<file path="src/rtl/cok_bankali_sram_arabirimi_if.sv">
// Core-side word request / read response bundle for the multi-bank SRAM bridge.
// Signal names carry the bridge's point of view (_i into the bridge, _o out of it).
interface cok_bankali_sram_arabirimi_if #(
  parameter int ADRES_BIT = 13
) ();
  logic                 istek_gecerli_i;
  logic                 istek_hazir_o;
  logic [ADRES_BIT-1:0] istek_adres_i;
  logic [31:0]          istek_veri_i;
  logic [3:0]           istek_maske_i;
  logic                 yanit_gecerli_o;
  logic                 yanit_hazir_i;
  logic [31:0]          yanit_veri_o;

  modport master (
    output istek_gecerli_i, istek_adres_i, istek_veri_i, istek_maske_i, yanit_hazir_i,
    input  istek_hazir_o, yanit_gecerli_o, yanit_veri_o
  );

  modport slave (
    input  istek_gecerli_i, istek_adres_i, istek_veri_i, istek_maske_i, yanit_hazir_i,
    output istek_hazir_o, yanit_gecerli_o, yanit_veri_o
  );
endinterface

</file>
<file path="src/rtl/cok_bankali_sram_arabirimi.sv">
// Bridges a valid/ready word port onto N OpenRAM-style macros with bank interleaving,
// returning read data in order through a credit-guarded response FIFO.
module cok_bankali_sram_arabirimi #(
  parameter int ADRES_BIT      = 13,
  parameter int BANKA_SAYISI   = 2,
  parameter int SRAM_GECIKME   = 1,
  parameter int CIKIS_DERINLIK = 4,
  parameter int SERPISTIR      = 1,
  localparam int BB = $clog2(BANKA_SAYISI),
  localparam int BA = ADRES_BIT - BB,
  localparam int N  = BANKA_SAYISI
) (
  input  logic                       clk_i,
  input  logic                       rst_i,
  cok_bankali_sram_arabirimi_if.slave bus,
  output logic [N-1:0]               csb0_o,
  output logic [N-1:0]               web0_o,
  output logic [4*N-1:0]             wmask0_o,
  output logic [BA*N-1:0]            addr0_o,
  output logic [32*N-1:0]            din0_o,
  output logic [N-1:0]               csb1_o,
  output logic [BA*N-1:0]            addr1_o,
  input  logic [32*N-1:0]            dout1_i
);
  localparam int BW = (BB > 0) ? BB : 1;
  localparam int L  = SRAM_GECIKME;
  localparam int D  = CIKIS_DERINLIK;
  localparam int PW = (D > 1) ? $clog2(D) : 1;
  localparam int KW = $clog2(D + 1);

  logic [BW-1:0]        banka;
  logic [BA-1:0]        banka_adres;
  logic                 yaz, kabul, oku_kabul, push, pop, yanit_var;
  logic [KW-1:0]        kredi_q, kredi_d, doluluk_q, doluluk_d;
  logic [PW-1:0]        wr_q, wr_d, rd_q, rd_d;
  logic [31:0]          mem_q [D];
  logic [L-1:0]         vld_q, vld_d;
  logic [L-1:0][BW-1:0] bnk_q, bnk_d;
  logic [N-1:0][BA-1:0] addr0_q, addr0_d, addr1_q, addr1_d;
  logic [N-1:0][31:0]   din0_q, din0_d;
  logic [N-1:0][3:0]    wmask0_q, wmask0_d;
  logic [31:0]          push_veri;

  generate
    if (BB == 0) begin : g_tek
      assign banka       = '0;
      assign banka_adres = bus.istek_adres_i;
    end else if (SERPISTIR != 0) begin : g_serp
      assign banka       = bus.istek_adres_i[BB-1:0];
      assign banka_adres = bus.istek_adres_i[ADRES_BIT-1:BB];
    end else begin : g_blok
      assign banka       = bus.istek_adres_i[ADRES_BIT-1 -: BB];
      assign banka_adres = bus.istek_adres_i[BA-1:0];
    end
  endgenerate

  function automatic logic [PW-1:0] sonraki(input logic [PW-1:0] p);
    return (p == PW'(D - 1)) ? '0 : p + 1'b1;
  endfunction

  // Writes never consume credit; reads need a reserved FIFO slot.
  assign yaz               = bus.istek_maske_i != 4'b0000;
  assign bus.istek_hazir_o = ~rst_i & (yaz | (kredi_q != '0));
  assign kabul             = bus.istek_gecerli_i & bus.istek_hazir_o;
  assign oku_kabul         = kabul & ~yaz;

  always_comb begin
    csb0_o   = '1;
    web0_o   = '1;
    csb1_o   = '1;
    addr0_d  = addr0_q;
    din0_d   = din0_q;
    wmask0_d = wmask0_q;
    addr1_d  = addr1_q;
    for (int k = 0; k < N; k++) begin
      if (kabul && (int'(banka) == k)) begin
        if (yaz) begin
          csb0_o[k]   = 1'b0;
          web0_o[k]   = 1'b0;
          addr0_d[k]  = banka_adres;
          din0_d[k]   = bus.istek_veri_i;
          wmask0_d[k] = bus.istek_maske_i;
        end else begin
          csb1_o[k]   = 1'b0;
          addr1_d[k]  = banka_adres;
        end
      end
    end
  end

  assign addr0_o  = addr0_d;
  assign din0_o   = din0_d;
  assign wmask0_o = wmask0_d;
  assign addr1_o  = addr1_d;

  // Bank tag travels with each read so the right dout1 lane is captured on exit.
  always_comb begin
    vld_d    = vld_q << 1;
    vld_d[0] = oku_kabul;
    bnk_d    = bnk_q;
    bnk_d[0] = banka;
    for (int i = 1; i < L; i++) bnk_d[i] = bnk_q[i-1];
  end

  assign push      = vld_q[L-1];
  assign push_veri = dout1_i[32*bnk_q[L-1] +: 32];
  assign yanit_var = doluluk_q != '0;
  assign pop       = yanit_var & bus.yanit_hazir_i;

  assign bus.yanit_gecerli_o = yanit_var;
  assign bus.yanit_veri_o    = yanit_var ? mem_q[rd_q] : '0;

  always_comb begin
    wr_d      = push ? sonraki(wr_q) : wr_q;
    rd_d      = pop ? sonraki(rd_q) : rd_q;
    doluluk_d = doluluk_q;
    if (push && !pop)      doluluk_d = doluluk_q + 1'b1;
    else if (pop && !push) doluluk_d = doluluk_q - 1'b1;
    kredi_d = kredi_q;
    if (oku_kabul && !pop)      kredi_d = kredi_q - 1'b1;
    else if (pop && !oku_kabul) kredi_d = kredi_q + 1'b1;
  end

  always_ff @(posedge clk_i) begin
    if (rst_i) begin
      kredi_q   <= KW'(D);
      doluluk_q <= '0;
      wr_q      <= '0;
      rd_q      <= '0;
      vld_q     <= '0;
      bnk_q     <= '0;
      addr0_q   <= '0;
      din0_q    <= '0;
      wmask0_q  <= '0;
      addr1_q   <= '0;
    end else begin
      kredi_q   <= kredi_d;
      doluluk_q <= doluluk_d;
      wr_q      <= wr_d;
      rd_q      <= rd_d;
      vld_q     <= vld_d;
      bnk_q     <= bnk_d;
      addr0_q   <= addr0_d;
      din0_q    <= din0_d;
      wmask0_q  <= wmask0_d;
      addr1_q   <= addr1_d;
    end
  end

  always_ff @(posedge clk_i) begin
    if (push && !rst_i) mem_q[wr_q] <= push_veri;
  end
endmodule
</file>
<file path="src/flat_wrapper.sv">
// flat-port wrapper written by rule: the top's interface ports become plain ports
module cok_bankali_sram_arabirimi_flat 
#(
  parameter int ADRES_BIT      = 13,
  parameter int BANKA_SAYISI   = 2,
  parameter int SRAM_GECIKME   = 1,
  parameter int CIKIS_DERINLIK = 4,
  parameter int SERPISTIR      = 1,
  localparam int BB = $clog2(BANKA_SAYISI),
  localparam int BA = ADRES_BIT - BB,
  localparam int N  = BANKA_SAYISI
)
  (clk_i, rst_i, csb0_o, web0_o, wmask0_o, addr0_o, din0_o, csb1_o, addr1_o, dout1_i, bus_istek_gecerli_i, bus_istek_adres_i, bus_istek_veri_i, bus_istek_maske_i, bus_yanit_hazir_i, bus_istek_hazir_o, bus_yanit_gecerli_o, bus_yanit_veri_o);
  cok_bankali_sram_arabirimi_if #(.ADRES_BIT(ADRES_BIT)) bus_i ();
  input  logic clk_i;
  input  logic rst_i;
  output logic [N-1:0] csb0_o;
  output logic [N-1:0] web0_o;
  output logic [4*N-1:0] wmask0_o;
  output logic [BA*N-1:0] addr0_o;
  output logic [32*N-1:0] din0_o;
  output logic [N-1:0] csb1_o;
  output logic [BA*N-1:0] addr1_o;
  input  logic [32*N-1:0] dout1_i;
  input wire logic [$bits(bus_i.istek_gecerli_i)-1:0] bus_istek_gecerli_i;
  input wire logic [$bits(bus_i.istek_adres_i)-1:0] bus_istek_adres_i;
  input wire logic [$bits(bus_i.istek_veri_i)-1:0] bus_istek_veri_i;
  input wire logic [$bits(bus_i.istek_maske_i)-1:0] bus_istek_maske_i;
  input wire logic [$bits(bus_i.yanit_hazir_i)-1:0] bus_yanit_hazir_i;
  output wire logic [$bits(bus_i.istek_hazir_o)-1:0] bus_istek_hazir_o;
  output wire logic [$bits(bus_i.yanit_gecerli_o)-1:0] bus_yanit_gecerli_o;
  output wire logic [$bits(bus_i.yanit_veri_o)-1:0] bus_yanit_veri_o;
  assign bus_i.istek_gecerli_i = bus_istek_gecerli_i;
  assign bus_i.istek_adres_i = bus_istek_adres_i;
  assign bus_i.istek_veri_i = bus_istek_veri_i;
  assign bus_i.istek_maske_i = bus_istek_maske_i;
  assign bus_i.yanit_hazir_i = bus_yanit_hazir_i;
  assign bus_istek_hazir_o = bus_i.istek_hazir_o;
  assign bus_yanit_gecerli_o = bus_i.yanit_gecerli_o;
  assign bus_yanit_veri_o = bus_i.yanit_veri_o;
  cok_bankali_sram_arabirimi #(.ADRES_BIT(ADRES_BIT), .BANKA_SAYISI(BANKA_SAYISI), .SRAM_GECIKME(SRAM_GECIKME), .CIKIS_DERINLIK(CIKIS_DERINLIK), .SERPISTIR(SERPISTIR)) u_core (.clk_i(clk_i), .rst_i(rst_i), .bus(bus_i), .csb0_o(csb0_o), .web0_o(web0_o), .wmask0_o(wmask0_o), .addr0_o(addr0_o), .din0_o(din0_o), .csb1_o(csb1_o), .addr1_o(addr1_o), .dout1_i(dout1_i));
endmodule
</file>
<file path="config.mk">
export PLATFORM = sky130hd
export DESIGN_NAME = cok_bankali_sram_arabirimi_flat
export DESIGN_NICKNAME = d
export VERILOG_FILES = /design/src/rtl/cok_bankali_sram_arabirimi_if.sv /design/src/rtl/cok_bankali_sram_arabirimi.sv /design/src/flat_wrapper.sv
export SDC_FILE = /design/constraint.sdc
export NUM_CORES = 1
export LEC_CHECK = 0
export BUFFER_PORTS_ARGS = -buffer_cell sky130_fd_sc_hd__buf_2
export CAP_MARGIN = 25
export CORE_MARGIN = 5
export CORE_UTILIZATION = 57
export DETAILED_ROUTE_END_ITERATION = 12
export PLACE_DENSITY = 0.85
export SYNTH_ARGS = -nofsm -noshare
export SYNTH_HDL_FRONTEND = slang
export SYNTH_SLANG_ARGS = --single-unit
</file>
<file path="constraint.sdc">
create_clock -name clk_i -period 4.5 [get_ports clk_i]
set_input_delay 0.225 -clock clk_i [delete_from_list [all_inputs] [get_ports clk_i]]
set_output_delay 0.225 -clock clk_i [all_outputs]
set_load 0.01 [all_outputs]
</file>
Yosys cells after proc, flatten, opt, wreduce, memory -nomap -nowiden
Memory sizes are Yosys's and may differ from the RTL's. A register that Yosys moved wholly into a read port is not among the register bits.
Cells that the tools add are included.
{ "word_totals": {"register_bits": 132, "ram_bits": 128, "n_memories": 1, "in_bits": 117, "output_inout_bits": 160} }
{ "memory_table": {"columns": ["name", "words", "width", "read_ports", "rd_clocked_by_memory_dff", "write_ports", "line_no", "text"], "rows": [
  ["u_core.mem_q", 4, 32, 1, 1, 1, "cok_bankali_sram_arabirimi.sv:36", "logic [31:0] mem_q [D];"]
]} }
{ "op_classes": {"reduce_logical": 16, "n_eq_ne": 2, "mux": 33, "shift": 1, "bitwise": 8, "n_addsub": 6} }
{ "ops": {"columns": ["cell", "n"], "rows": [
  ["$mux W32", 5],
  ["$mux W12", 8],
  ["$shiftx A64 B7 Y32", 1],
  ["$mux W4", 4],
  ["$mux W3", 4],
  ["$mux W1", 8],
  ["$mux W2", 4],
  ["$logic_and A1 B1 Y1", 7],
  ["$add A3 B1 Y3 const B", 2],
  ["$reduce_bool A3 Y1", 2],
  ["$sub A3 B1 Y3 const B", 2],
  ["$add A2 B1 Y2 const B", 2],
  ["$and A1 B1 Y1", 4],
  ["$eq A2 B2 Y1 const B", 2],
  ["$logic_not A1 Y1", 4],
  ["$reduce_bool A2 Y1", 2],
  ["$reduce_bool A4 Y1", 1],
  ["$not A1 Y1", 3],
  ["$or A1 B1 Y1", 1]
]} }

Longest topological paths before layout
Gate-level depths: netlist of the first run.
{ "logic_depth": {"ltp_word": 9, "ltp_mapped": 10} }

Worst setup path before layout of the first run
Ideal clock, no wire load.
{ "synth_timing": {"path_kind": "input port to flip-flop", "start": "in bus_istek_maske_i[1]", "end": "reg u_core.kredi_q[2]", "cell_stages": 10, "slack_ns": 2.142, "arrival_ns": 2.296, "setup_ns": 0.063, "path_cell_list": "nor4_1 > buf_2 > clkbuf_1 > and4_1 > ha_1 > inv_1 > fa_1 > xor2_1 > or3_1 > nand3_1"} }
{ "synth_via": {"elab_chain_len": 8, "elab_cells_between_ends": 11, "cone_classes": "mux: 1; bitwise: 5; reduce/logical: 5"} }
{ "synth_lines": {"columns": ["element", "line_no", "text"], "rows": [
  ["from (decl)", "flat_wrapper.sv:28", "input wire logic [$bits(bus_i.istek_maske_i)-1:0] bus_istek_maske_i;"],
  ["$reduce_bool A4 Y1 *", "cok_bankali_sram_arabirimi.sv:62", "assign yaz = bus.istek_maske_i != 4'b0000;"],
  ["$or A1 B1 Y1", "cok_bankali_sram_arabirimi.sv:63", "assign bus.istek_hazir_o = ~rst_i & (yaz | (kredi_q != '0));"],
  ["$and A1 B1 Y1", "cok_bankali_sram_arabirimi.sv:63", null],
  ["$and A1 B1 Y1", "cok_bankali_sram_arabirimi.sv:64", "assign kabul = bus.istek_gecerli_i & bus.istek_hazir_o;"],
  ["$and A1 B1 Y1 *", "cok_bankali_sram_arabirimi.sv:65", "assign oku_kabul = kabul & ~yaz;"],
  ["named net u_core.oku_kabul", "cok_bankali_sram_arabirimi.sv:33", "logic yaz, kabul, oku_kabul, push, pop, yanit_var;"],
  ["$logic_not A1 Y1", "cok_bankali_sram_arabirimi.sv:121", "else if (pop && !oku_kabul) kredi_d = kredi_q + 1'b1;"],
  ["$logic_and A1 B1 Y1", "cok_bankali_sram_arabirimi.sv:121", null],
  ["$reduce_bool A2 Y1 (no line)", null, null],
  ["to (signal assigned)", "cok_bankali_sram_arabirimi.sv:126", "kredi_q <= KW'(D);"],
  ["to (signal assigned)", "cok_bankali_sram_arabirimi.sv:137", "kredi_q <= kredi_d;"],
  ["to (decl)", "cok_bankali_sram_arabirimi.sv:34", "logic [KW-1:0] kredi_q, kredi_d, doluluk_q, doluluk_d;"]
]} }
The timed path passes the listed nets; every way through them passes the cells marked *.
A chain may end at the register's enable or synchronous reset.

==> impl_metrics.tcl, run 1 <==
set metrics [dict create \
    die-area_um2 22400 \
    cts_tree "done" \
    first_iter_violations 938 \
    maximum_capacitance_violations 0 \
    timing.hold.worst.start "bus_istek_adres_i[9]" \
    post_cts.resized_instances 0 \
    design.portCount 277 \
    synth_seq_area_share_pct 58.8 \
    timing_worst_setup_path_type "flip-flop to output port" \
    fin_tns_setup_ns 0 \
    final_net_count 1362 \
    worst-r2r-setup-slack_ns 2.07 \
    cp_num_buf_inv 2 \
    crit_family "flip-flops" \
    timing_worst_slew_pin_value_ns 0.986 \
    worst-r2r-cell-count 7 \
    finalPower_uw 6270 \
    maxClockFrequency_mhz 369 \
    required_time_of_the_worst_setup_path_ns 4.28 \
    ctsHtreeMaxLevel 1 \
    drt-total-wl_mm 29.3 \
    synth.net_count 1093 \
    mostFrequentLayoutCell "sky130_fd_sc_hd__buf_2" \
    outcome "complete, no violations" \
    power_density_nw_per_um2 452 \
    die_width_um 150 \
    synth-main-ff-cell "sky130_fd_sc_hd__dfxtp_1" \
    clkLatencyLatePin_ns 0.52 \
    cell_depth_of_the_worst_hold_path 2 \
    first_global_vias 8776 \
    syn_area_per_cell_um2 11.5 \
    place_inst 1444 \
    io_buffer_count 276 \
    grt_setup_unrepaired "false" \
    layout.cell_area.non_filler_um2 13900 \
    synthArstFlopShare_pct 0 \
    grt_start_max_net_pins 99 \
    critical_path.startpoint_type "flip-flop" \
    cp_slowest_cell "sky130_fd_sc_hd__dfxtp_2" \
    clk_transition_reported_paths_ns 0.06 \
    route.antenna.remaining_nets 0 \
    synthDominantAreaCellType "sky130_fd_sc_hd__edfxtp_1" \
    final-instance-count-excl-fill 1523 \
    synth_warnings 0 \
    setup_viol_count_final 0 \
    wire_length_of_the_first_global_routing_pass_mm 45.6 \
    synth-edff-count 128 \
    yosys_register_bits 262 \
    remaining_drc_errors 0 \
    synth_largest_type_area_fraction_pct 34.6 \
    timing.critical_path.to_type "output port" \
    tritoncts.num_buffers 27 \
    period_needed_ns 2.71 \
    count_of_hold_buffers_inserted_by_post_cts_repair 28 \
    maxSlewViolCount 0 \
    routabilityCongestion 0.841 \
    yosys-top-cells-area "sky130_fd_sc_hd__edfxtp_1 35%, sky130_fd_sc_hd__dfxtp_1 24%, sky130_fd_sc_hd__mux4_2 6.5%, sky130_fd_sc_hd__mux2_2 6.4%, sky130_fd_sc_hd__a21oi_1 4.6%" \
    cts_max_path_buffers 3 \
    path_cells "buf_4 > mux4_2 > nor2b_1 > buf_2" \
    global_route_usage_over_all_layers_pct 25.6 \
    fin_crit_sh_pct 60.3 \
    final_layout_size_suffix_gt1_share_pct 35.6 \
    postLayoutCoreUtil_pct 71.7 \
    routed-via-count 8877 \
    post_drt_via_cell_ratio 5.83 \
    class_of_the_tightest_hold_or_removal_check "primary input to flip-flop" \
    flow.area_growth_from_synthesis_pct 24.8 \
    grt_overflow 0 \
    final_cell_mix "275 x sky130_fd_sc_hd__buf_2, 133 x sky130_fd_sc_hd__dfxtp_1, 128 x sky130_fd_sc_hd__edfxtp_1" \
    timing.hold.worst_endpoint "u_core.addr1_q[20]$_SDFF_PP0_" \
    critical_path.max_stage_delay_ns 0.62 \
    mapped_area_um2 11100 \
    drt-pass1-iter-count 5 \
    grt_antenna_before_repair 2 \
    cp_max_fo 20 \
    die_h_um 150 \
    worst_clock_skew_ns 0.00914 \
    clock-sinks 262 \
    design.core.area_um2 19300 \
    post_dp_cell_area_um2 12600 \
    reg2reg_to "u_core.doluluk_q[2]$_SDFFE_PP0P_" \
    r2r-start "u_core.doluluk_q[0]$_SDFFE_PP0P_" \
    post_synthesis_cell_count 967 \
    place_hpwl_mm 18.2 \
    fillCellCount 1324 \
    cts.repair_timing.setup_buffer_count 0 \
    worst_ep_arrival_time_ns 2.49 \
    timing.final.hold_violations 0 \
    vdd_drop_max_v 0.000290 \
    rows 51 \
    clk_root_buffer_cell "sky130_fd_sc_hd__clkbuf_16" \
    yosysUniqueCellTypes 38 \
    slew-limit-headroom_pct 34.3 \
    static-leakage-power_uw 0.00598 \
    drt-wirelength-per-cell_um 19.3 \
    start_util_pct 57.4 \
]
where the power goes:
part / leakage (uW) / switching (uW) / internal, uW / total (uW)
logic: 0.00329 / 709 / 567 / 1280
clock network: 0.000450 / 900 / 1460 / 2360
registers: 0.00224 / 65.3 / 2570 / 2630
total: 0.00598 / 1670 / 4600 / 6270
cells in the mapped netlist, types with 8 or more instances:
library cell,number
sky130_fd_sc_hd__nand2_1,113
sky130_fd_sc_hd__mux2_2,63
sky130_fd_sc_hd__nor2b_1,45
sky130_fd_sc_hd__nor2_1,9
sky130_fd_sc_hd__o21ai_0,98
sky130_fd_sc_hd__mux2i_1,9
sky130_fd_sc_hd__clkbuf_1,53
sky130_fd_sc_hd__nor4_1,8
sky130_fd_sc_hd__buf_1,14
sky130_fd_sc_hd__edfxtp_1,128
sky130_fd_sc_hd__dfxtp_1,134
sky130_fd_sc_hd__mux4_2,32
sky130_fd_sc_hd__inv_1,8
sky130_fd_sc_hd__nand3_1,90
sky130_fd_sc_hd__a21oi_1,101
metrics by stage:
| step | setup WS [ns] | hold slack [ns] |
|---|---|---|
| 2_1_floorplan | 2.14 | 0.353 |
| 3_3_place_gp | 1.48 | 0.469 |
| 3_5_place_dp | 1.89 | 0.472 |
| 4_1_cts | 1.71 | 0.00212 |
| 5_1_grt | 1.57 | 0.00796 |
| 6_report | 1.79 | 0.0202 |
registers in the layout, indices dropped and copies added, names as in the netlist, named ones only:
| register | cells |
|---|---|
| u_core.wmask0_q | 8 |
| u_core.wr_q | 2 |
| u_core.push | 1 |
| u_core.rd_q | 2 |
| u_core.addr1_q | 24 |
| u_core.addr0_q | 24 |
| u_core.kredi_q | 3 |
| u_core.bnk_q | 1 |
| u_core.din0_q | 64 |
| u_core.mem_q | 128 |
| u_core.doluluk_q | 3 |
how the worst max path moves through the flow:
| stage | from | endpoint | slack [ns] | cells after the start |
|---|---|---|---|---|
| detailed placement | rst_i | addr1_o[1] | 1.89 | 7 |
| global route | flip-flop | bus_yanit_veri_o[17] | 1.57 | 4 |
| finish | flip-flop | bus_yanit_veri_o[25] | 1.79 | 4 |
| floorplan | bus_istek_maske_i[1] | u_core.kredi_q[2]$_SDFFE_PP1P_ | 2.14 | 10 |
| CTS | flip-flop | bus_yanit_veri_o[25] | 1.71 | 4 |
| global placement | rst_i | addr1_o[11] | 1.48 | 6 |
per-layer routing:
layer	track usage [%]	part of all wire (%)	routed length [um]
met2	43.3	48	14200
met1	32.8	37	11000
met5	0	0.024	7
met3	5.97	11	3200
met4	8.15	3.4	985
kinds of logic after synthesis:
kind of cell,Yosys count,share of synthesized area (%)
AO/OA/AOI/OAI,208,9.66
XOR/XNOR,4,0.315
adder cells (fa/ha/maj),9,1.15
buffers and inverters,87,3.19
flip-flops,262,58.8
multiplexers,107,14.1
AND/OR/NAND/NOR,290,12.8
final cells by class:
cell class | count | area (um2) | share of cell area (%)
multi-input combinational | 618 | 4240 | 30.6
inverter | 9 | 33.8 | 0.244
tap | 265 | 332 | 2.39
sequential | 262 | 6530 | 47.1
timing repair buffer | 318 | 1780 | 12.8
clock buffer | 33 | 708 | 5.11
antenna | 2 | 5.00 | 0.0361
clock inverter | 16 | 235 | 1.70
No activity file was read; power rests on OpenSTA's default activity.
==> run 2: changes to the inputs <==
--- a/config.mk
+++ b/config.mk
@@ -8,9 +8,9 @@
 export BUFFER_PORTS_ARGS = -buffer_cell sky130_fd_sc_hd__buf_2
 export CAP_MARGIN = 25
 export CORE_MARGIN = 5
-export CORE_UTILIZATION = 57
+export CORE_UTILIZATION = 53
 export DETAILED_ROUTE_END_ITERATION = 12
-export PLACE_DENSITY = 0.85
+export PLACE_DENSITY = 0.8
 export SYNTH_ARGS = -nofsm -noshare
 export SYNTH_HDL_FRONTEND = slang
 export SYNTH_SLANG_ARGS = --single-unit
==> constraint.sdc (replaced) <==
create_clock -name clk_i -period 2.5 [get_ports clk_i]
set_input_delay 0.125 -clock clk_i [delete_from_list [all_inputs] [get_ports clk_i]]
set_output_delay 0.125 -clock clk_i [all_outputs]
set_load 0.01 [all_outputs]
==> run 2 against run 1 <==
Effect of this change:
- die area is 7.0% higher
- final cell count grew 7.0%
- sequential power rose by 79%
- combinational power up 99%
- largest cell class unchanged
- global-route usage fell by 0.75 points
- largest power group unchanged
- via count rose by 4.5%
- final area increased by 7.0%
- highest routed layer is now met4
- count of clock-buffer cells in the layout up 3
- routed wire length up 5.2%
- critical path depth is 1 higher
==> impl_metrics.tcl, run 2 (synthesized netlist as in run 1, its figures left out) <==
set metrics [dict create \
    largest_reg_flops 128 \
    design.portCount 277 \
    cp_slowest_cell "sky130_fd_sc_hd__or3_1" \
    clk_transition_reported_paths_ns 0.06 \
    route.antenna.remaining_nets 0 \
    io_buffer_count 276 \
    grt_setup_unrepaired "false" \
    cts_max_path_buffers 3 \
    critical_path.startpoint_type "flip-flop" \
    fin_hold_ws_ns 0.141 \
    drt-pass1-iter-count 6 \
    power_switching_share_pct 26.9 \
    final_cell_mix "275 x sky130_fd_sc_hd__buf_2, 133 x sky130_fd_sc_hd__dfxtp_1, 128 x sky130_fd_sc_hd__edfxtp_1" \
    static-leakage-power_uw 0.00640 \
    cts_tree "done" \
    critical_path.max_stage_delay_ns 0.45 \
    die-area_um2 23900 \
    fin_tns_setup_ns 0 \
    fillCellCount 1414 \
    power_density_nw_per_um2 762 \
    post_drt_via_cell_ratio 5.69 \
    design.core.area_um2 20800 \
    drt-total-wl_mm 30.9 \
    path_cells "or3_1 > nand3_1 > buf_4 > mux2_2 > buf_2" \
    final_net_count 1461 \
    maximum_capacitance_violations 0 \
    max_flop_register "u_core.mem_q" \
    routed-via-count 9280 \
    grt_overflow 0 \
    finalPower_uw 11300 \
    first_global_vias 9248 \
    power_internal_uw 8260 \
    first_iter_violations 705 \
    outcome "complete, no violations" \
    maxSlewViolCount 0 \
    postLayoutCoreUtil_pct 71.2 \
    clk_root_buffer_cell "sky130_fd_sc_hd__clkbuf_16" \
    flow.area_growth_from_synthesis_pct 33.6 \
    seq_power_share_pct 41.5 \
    cp_max_fo 23 \
    die_h_um 155 \
    timing_worst_slew_pin_value_ns 0.691 \
    post_dp_cell_area_um2 12700 \
    timing_worst_setup_path_type "flip-flop to output port" \
    ctsHtreeMaxLevel 1 \
    worst-r2r-setup-slack_ns 0.25 \
    grt_antenna_before_repair 1 \
    layout.cell_area.non_filler_um2 14800 \
    drt-wirelength-per-cell_um 18.9 \
    clock-sinks 262 \
    remaining_drc_errors 0 \
    rows 53 \
    multiInputGateArea_um2 4250 \
    mostFrequentLayoutCell "sky130_fd_sc_hd__buf_2" \
    p_sw_uw 3040 \
    final-seq-area_um2 6530 \
    slew-limit-headroom_pct 53.9 \
    layout_top_registers "u_core.mem_q x128, u_core.din0_q x64" \
    period_needed_ns 2.39 \
    worst_ep_arrival_time_ns 2.26 \
    tritoncts.num_buffers 27 \
    vdd_drop_max_v 0.000542 \
    place_hpwl_mm 17.8 \
    start_util_pct 53.3 \
    class_of_the_tightest_hold_or_removal_check "primary input to flip-flop" \
    grt_start_max_net_pins 99 \
    timing.final.hold_violations 0 \
    required_time_of_the_worst_setup_path_ns 2.38 \
    maxClockFrequency_mhz 419 \
    worst_clock_skew_ns 0.0109 \
    routabilityCongestion 0.885 \
    setup_viol_count_final 0 \
    timing.critical_path.to_type "output port" \
    share_comb_of_total_power_pct 22.6 \
    die_width_um 155 \
    power.share.clock_pct 35.9 \
    fin_crit_sh_pct 95.5 \
    final_layout_size_suffix_gt1_share_pct 33.5 \
    global_route_usage_over_all_layers_pct 24.8 \
    wire_length_of_the_first_global_routing_pass_mm 48.2 \
    clkLatencyLatePin_ns 0.53 \
]
==> run 2: cell types whose count changed in the layout (fill, tap and decap cells not counted), moves of 2 or more <==
cell,delta
sky130_fd_sc_hd__buf_12,+3
sky130_fd_sc_hd__bufinv_16,-2
sky130_fd_sc_hd__buf_4,+6
sky130_fd_sc_hd__clkbuf_1,+2
sky130_fd_sc_hd__buf_6,+2
sky130_fd_sc_hd__dlygate4sd3_1,+89
sky130_fd_sc_hd__inv_6,+2
sky130_fd_sc_hd__clkinvlp_4,-3
==> run 2: cell type report <==
cell class                 count  area share (%)
clock inverter                12            1.11
multi-input combinational    618            28.7
clock buffer                  36            4.92
inverter                       9           0.228
tap                          275            2.32
timing repair buffer         417            18.7
antenna                        1          0.0169
sequential                   262            44.0
==> run 2: metal layers <==
metal,global-route usage (%),vias up,part of all wire [%]
met5,0,-,0
met4,9.76,0,3.7
met3,6.46,93,9.6
met2,41.3,499,49
met1,31.1,4434,38
li1,-,4254,-
==> run 2: per-stage QoR <==
stage	setup slack [ns]	std cells
after detailed placement	0.274	1464
after CTS	0.0640	1629
after floorplan	0.242	967
final	0.111	1630
after global placement	0.294	1464
after global routing	0.0248	1630
==> run 2: path summary, 6_finish.rpt <==
path | cells after the start | startpoint | to
min | 5 | bus_yanit_hazir_i | flip-flop
max reg2reg | 8 | u_core.doluluk_q[0]$_SDFFE_PP0P_ | u_core.doluluk_q[2]$_SDFFE_PP0P_
min reg2reg | 2 | u_core.addr1_q[0]$_SDFF_PP0_ | u_core.addr1_q[0]$_SDFF_PP0_
max | 5 | u_core.kredi_q[2]$_SDFFE_PP1P_ | addr1_o[3]
==> run 2: power groups by stage <==
stage               combinational (uW)  clock (uW)  sequential, uW
finish                            2550        4050            4700
global route                      2790        4280            4710
CTS                               2560        4120            4690
detailed placement                2400           0            4790
global placement                  2350           0            4780
floorplan                         1470           0            4760
==> run 2: worst max-delay path, delay by kind of cell, from the launching register on <==
kind	cells	cell delay, ns
and+or+nand+nor	2	0.56
DFF	1	0.34
buffers and inverters	2	0.46
muxes	1	0.38
==> run 2: repair_timing <==
action | in CTS | in global routing
endpoints found under the hold margin | 254 | 0
buffers inserted | 0 | 0
resized for setup | 0 | 3
setup endpoints to repair | 0 | 78
hold buffers | 117 | 0
